File: src/rtl/id_ex_flush_pipe.sv
// id_ex_flush_pipe
//
// Purpose: a STAGES-deep chain of control-bundle registers (ID/EX, EX/MEM,
// MEM/WB, ...) fed from the ID-stage decode. An accepted flush (flush without
// predictor hit) inserts FLUSH_CYCLES bubbles into stage 0 over consecutive
// advances. A stall freezes the chain unless a flush is accepted that cycle.
// A saturating counter records accepted flushes for performance monitoring.
//
// Ports:
//   clk           rising-edge clock
//   rst           asynchronous active-high reset
//   id_ctrl       control bundle decoded in ID
//   id_valid      id_ctrl carries a real instruction
//   stall         hold all stages this cycle
//   flush         branch/jump resolution requests a flush
//   hit           predictor hit; the flush is not needed and is ignored
//   stage_ctrl    registered bundles, stage k at [k*CTRL_W +: CTRL_W], stage 0 = ID/EX
//   stage_valid   valid bit per stage
//   squash_active high while extra bubbles are still being inserted
//   flush_cnt     number of accepted flushes, saturating
module id_ex_flush_pipe #(
  parameter int CTRL_W       = 6,
  parameter int STAGES       = 3,
  parameter int FLUSH_CYCLES = 1,
  parameter int CNT_W        = 8
) (
  input  logic                     clk,
  input  logic                     rst,
  input  logic [CTRL_W-1:0]        id_ctrl,
  input  logic                     id_valid,
  input  logic                     stall,
  input  logic                     flush,
  input  logic                     hit,
  output logic [STAGES*CTRL_W-1:0] stage_ctrl,
  output logic [STAGES-1:0]        stage_valid,
  output logic                     squash_active,
  output logic [CNT_W-1:0]         flush_cnt
);

  localparam int SQ_W = ($clog2(FLUSH_CYCLES + 1) < 1) ? 1 : $clog2(FLUSH_CYCLES + 1);
  localparam logic [SQ_W-1:0] SQ_RELOAD = SQ_W'(FLUSH_CYCLES - 1);

  typedef enum logic {
    IDLE   = 1'b0,
    SQUASH = 1'b1
  } state_t;

  state_t              state_reg, state_next;
  logic [SQ_W-1:0]     sq_cnt_reg, sq_cnt_next;
  logic [CNT_W-1:0]    flush_cnt_reg;
  logic [CTRL_W-1:0]   ctrl_reg  [STAGES];
  logic                valid_reg [STAGES];

  logic kill;
  logic advance;
  logic insert_bubble;

  // A flush that the predictor already covered changes nothing at all.
  assign kill          = flush && !hit;
  // An accepted flush must get its bubble in even while stalled.
  assign advance       = !stall || kill;
  assign insert_bubble = kill || (state_reg == SQUASH);

  // ---------------------------------------------------------------- FSM
  always_ff @(posedge clk or posedge rst) begin
    if (rst) begin
      state_reg  <= IDLE;
      sq_cnt_reg <= '0;
    end else begin
      state_reg  <= state_next;
      sq_cnt_reg <= sq_cnt_next;
    end
  end

  // sq_cnt counts the bubbles still to insert after the current one; the
  // kill cycle itself provides the first bubble.
  always_comb begin
    state_next  = state_reg;
    sq_cnt_next = sq_cnt_reg;
    if (advance) begin
      if (kill) begin
        if (FLUSH_CYCLES > 1) begin
          state_next  = SQUASH;
          sq_cnt_next = SQ_RELOAD;
        end else begin
          state_next  = IDLE;
          sq_cnt_next = '0;
        end
      end else if (state_reg == SQUASH) begin
        if (sq_cnt_reg <= SQ_W'(1)) begin
          // This cycle inserts the final bubble.
          state_next  = IDLE;
          sq_cnt_next = '0;
        end else begin
          sq_cnt_next = sq_cnt_reg - SQ_W'(1);
        end
      end
    end
  end

  // ---------------------------------------------------------- stage chain
  always_ff @(posedge clk or posedge rst) begin
    if (rst) begin
      ctrl_reg[0]  <= '0;
      valid_reg[0] <= 1'b0;
    end else if (advance) begin
      if (insert_bubble) begin
        ctrl_reg[0]  <= '0;
        valid_reg[0] <= 1'b0;
      end else begin
        ctrl_reg[0]  <= id_ctrl;
        valid_reg[0] <= id_valid;
      end
    end
  end

  generate
    for (genvar gi = 1; gi < STAGES; gi++) begin : g_shift
      always_ff @(posedge clk or posedge rst) begin
        if (rst) begin
          ctrl_reg[gi]  <= '0;
          valid_reg[gi] <= 1'b0;
        end else if (advance) begin
          ctrl_reg[gi]  <= ctrl_reg[gi-1];
          valid_reg[gi] <= valid_reg[gi-1];
        end
      end
    end

    for (genvar gi = 0; gi < STAGES; gi++) begin : g_out
      assign stage_ctrl[gi*CTRL_W +: CTRL_W] = ctrl_reg[gi];
      assign stage_valid[gi]                 = valid_reg[gi];
    end
  endgenerate

  // ------------------------------------------------------- flush counter
  always_ff @(posedge clk or posedge rst) begin
    if (rst) begin
      flush_cnt_reg <= '0;
    end else if (kill && (flush_cnt_reg != {CNT_W{1'b1}})) begin
      flush_cnt_reg <= flush_cnt_reg + CNT_W'(1);
    end
  end

  assign flush_cnt     = flush_cnt_reg;
  assign squash_active = (state_reg == SQUASH);

endmodule

File: config.mk
export PLATFORM = sky130hd
export DESIGN_NAME = id_ex_flush_pipe
export DESIGN_NICKNAME = d
export VERILOG_FILES = /design/src/rtl/id_ex_flush_pipe.sv
export SDC_FILE = /design/constraint.sdc
export NUM_CORES = 1
export LEC_CHECK = 0
export ABC_CLOCK_PERIOD_IN_PS = 1600
export CAP_MARGIN = 0
export CORE_UTILIZATION = 30
export CTS_CLUSTER_SIZE = 28
export DETAILED_ROUTE_END_ITERATION = 16
export SYNTH_ARGS = -nofsm -noshare
export SYNTH_HDL_FRONTEND = slang
export SYNTH_SLANG_ARGS = --single-unit
File: constraint.sdc
create_clock -name clk -period 1.6 [get_ports clk]
set_clock_uncertainty 0.2 [all_clocks]
set_input_delay 0.4 -clock clk [delete_from_list [all_inputs] [get_ports clk]]
set_output_delay 0.4 -clock clk [all_outputs]
set_load 0.02 [all_outputs]
==> summary.txt <==
Outcome
  • Status: complete, no violations

Timing
  • Fmax: 638.6 MHz
  • Ratio of final minimum period to clock period: 97.87%
  • Min cycle time layout: 1566 ps
  • Final setup violation count: 0
  • Final hold viol count: 0
  • Slew Viols, Final: 0
  • RSZ-0062 raised after global routing: no

Setup path
  • CP max FO: 3
  • FF-to-FF path depth: 4
  • CP top delay family: flip-flops
  • Crit path cell chain: clkdlybuf4s15_1
  • Critical path required time: 1000 ps
  • Buf/Inv on CP: 1
  • RR Startpoint: flush_cnt[0]
  • Critical register-to-register path endpoint: flush_cnt[5]
  • Max incr delay on CP: 400 ps
  • Reg-to-reg slack, setup: 50 ps
  • Path type of the worst setup path: reg -> out
  • Slowest stage cell, crit path: dfrtp_1
  • Critical path startpoint category: flop
  • Worst EP arrival: 970 ps
  • Crit end category: primary output

Cells and area
  • Non-filler cells in the finished layout: 209
  • Share of cells above drive strength 1: 42.77%
  • Register area: 728.2 um2
  • ANT cells: 0
  • Largest register FFs: 18
  • Layout area overhead: 54.81%
  • Final Util: 48.33%
  • Fin nets: 171
  • Multi-input gate area: 515.5 um2
  • Number of fill cells: 371

Yosys
  • Number of nets produced by synthesis: 109
  • Commonest register cell after synthesis: dfrtp_1
  • Synthesis Warnings: 0
  • Top post-synthesis cells by count: dfrtp_1, mux2_2, nor2_1
  • Synth Area per Inst: 13.01 um2
  • Post-synth EDFFs: 0
  • Yosys reg bits: 29
  • Distinct cell type count after synthesis: 27
  • Post-synthesis sequential area ratio: 58.12%
  • Fraction of registers with async set/reset: 100.0%
  • Post-Syn Instances: 96
  • Post-Syn Area: 1249 um2
  • Cell taking the most area after synthesis: dfrtp_1
  • Count leader, synth: dfrtp_1
  • Dominant cells by area after synthesis: dfrtp_1, mux2_2, mux2i_1, nor2_1, nand4_1
  • Yosys top cell area share: 58.12%

Flow run
  • Max cap viols: 0

CTS
  • Clock Path Buffers: 2
  • Worst skew pair latency: 280 ps
  • CTS H-tree depth: 2
  • Hold-fix buffers, CTS: 0
  • Worst-path clk slew: 60 ps
  • Root Driver: clkbuf_8
  • # clock sinks: 29
  • Clock buffer count from CTS: 5
  • Setup bufs post-CTS: 0
  • Clock tree from TritonCTS: built

Detailed routing
  • Via density: 4.641
  • WL final: 2.920 mm
  • Final ANT Viol Nets: 0
  • Pre-antenna DRT Iters: 4
  • DR vias: 970
  • Initial DRC Count: 25
  • DRC Markers: 0
  • WL/cell: 13.97 um

Worst hold path
  • Hold crit path type: in -> async

Placement
  • Count of buffers from port buffering: 40
  • GPL Wtd Cong: 0.8227
  • Dpl cells: 200
  • Post-detail-place hpwl: 1.964 mm

Pwr
  • Sequential power share: 38.6%
  • Net Sw Power: 879.2 uW
  • Clock power frac: 25.3%
  • Combinational group share of total power: 36.1%
  • Switching Fraction: 33.79%
  • Pint: 1722 uW
  • Power density over cell area: 1346 nW/um2
  • Leakage: 0.0009439 uW
  • VDD IR-drop max: 0.7124 mV

Global route
  • M2 GR Usage: 26.53%
  • Pin count of the biggest net entering global routing: 30
  • Initial antenna violation count: 0
  • Met1 usage: 17.80%
  • Global-route wire length before repair: 4.830 mm
  • GRT busiest layer: met2
  • Grt ovf: 0
  • Met3 GRT Util: 4.623%
  • GRT Total Usage: 15.46%
  • Vias in the first global route: 1023

Floorplan
  • Core Box Area: 4000 um2
  • Die X: 66.52 um
  • Boundary Pins: 42
  • Die H: 66.52 um
  • Die area: 4424 um2
  • Initial Util: 31.22%
  • Num rows: 23
-- metrics by stage --
step | area (um2) | setup WS (ps) | TNS [ps] | hold slack [ps] | total power, uW
after global routing | 1933 | 1.259 | 0 | 280.2 | 2786
after floorplan | 1269 | 20.24 | 0 | 278.0 | 1507
after CTS | 1987 | 0.2959 | 0 | 259.4 | 2678
after detailed placement | 1861 | -388.7 | -8476 | 296.1 | 2059
after global placement | 1861 | -336.0 | -7810 | 291.7 | 2037
final | 1933 | 34.06 | 0 | 260.0 | 2602
-- final cells by class --
cell class | instances | share of cell area [%]
timing repair buffer | 59 | 26.60
clock inverter | 1 | 0.2589
inverter | 3 | 0.5825
sequential | 29 | 37.67
clock buffer | 7 | 4.984
tap | 50 | 3.236
multi-input combinational | 60 | 26.67
-- routing by layer --
metal	wire length, um	up-vias
met2	1415	34
met5	0	-
met4	57	0
met1	1280	470
met3	167	8
li1	-	458
-- kinds of logic after synthesis --
kind of cell             Yosys count  synth area share (%)
adder cells (fa/ha/maj)            1                 1.002
AND/OR/NAND/NOR                   26                 10.42
XOR/XNOR                           1                0.7015
other                              1                0.3003
flip-flops                        29                 58.12
buffers and inverters              7                 3.406
multiplexers                      26                 22.75
AO/OA/AOI/OAI                      5                 3.307
-- worst max path at each step --
stage	end	depth (start not counted)	slack, ps	start
floorplan	flush_cnt[1]	4	20	flush_cnt[0]
global placement	stage_ctrl[17]	5	-340	hit
detailed placement	stage_ctrl[16]	5	-390	hit
CTS	stage_ctrl[11]	1	0.3	stage_ctrl[11]
global route	stage_ctrl[8]	1	1	stage_ctrl[8]
finish	stage_ctrl[2]	1	30	stage_ctrl[2]
-- power by group through the flow --
stage                     clock network [uW]  registers, uW  logic, uW
final                                    657           1010        939
after global routing                     732           1030       1020
after CTS                                689           1010        981
after detailed placement                   0           1020       1040
after global placement                     0           1010       1030
after floorplan                            0           1230        274
-- what timing repair did --
action,4_1_cts,5_1_grt
gates cloned,1,0
resized for setup,50,31
endpoints found under the hold margin,0,0
setup endpoints to repair,46,29
pin swaps,0,2
-- cell usage in the layout, fill, tap and decap left out --
cell type and count:
and2_1 1, xnor2_1 1, clkinv_2 1, dfrtp_2 2
a21oi_1 1, inv_1 3, clkdlybuf4s15_1 14, nand4_1 3
dfrtp_1 27, nor2_1 9, mux2_2 18, nand3_1 1
buf_4 16, dlygate4sd2_1 3, conb_1 1, o2111a_1 1
nand2_4 1, nand2b_4 1, clkbuf_2 13, nand2_1 4
mux2_1 1, and3_1 1, nand2b_1 1, clkdlybuf4s50_1 8
nand3_2 1, bufbuf_16 1, ha_4 1, nor2b_1 1
o2111ai_1 1, buf_2 2, nor3_2 1, clkbuf_8 7
and4b_1 1, mux2i_1 7, o21ai_2 1, buf_12 2
a21o_1 1
(Power assumes the default switching activity.)
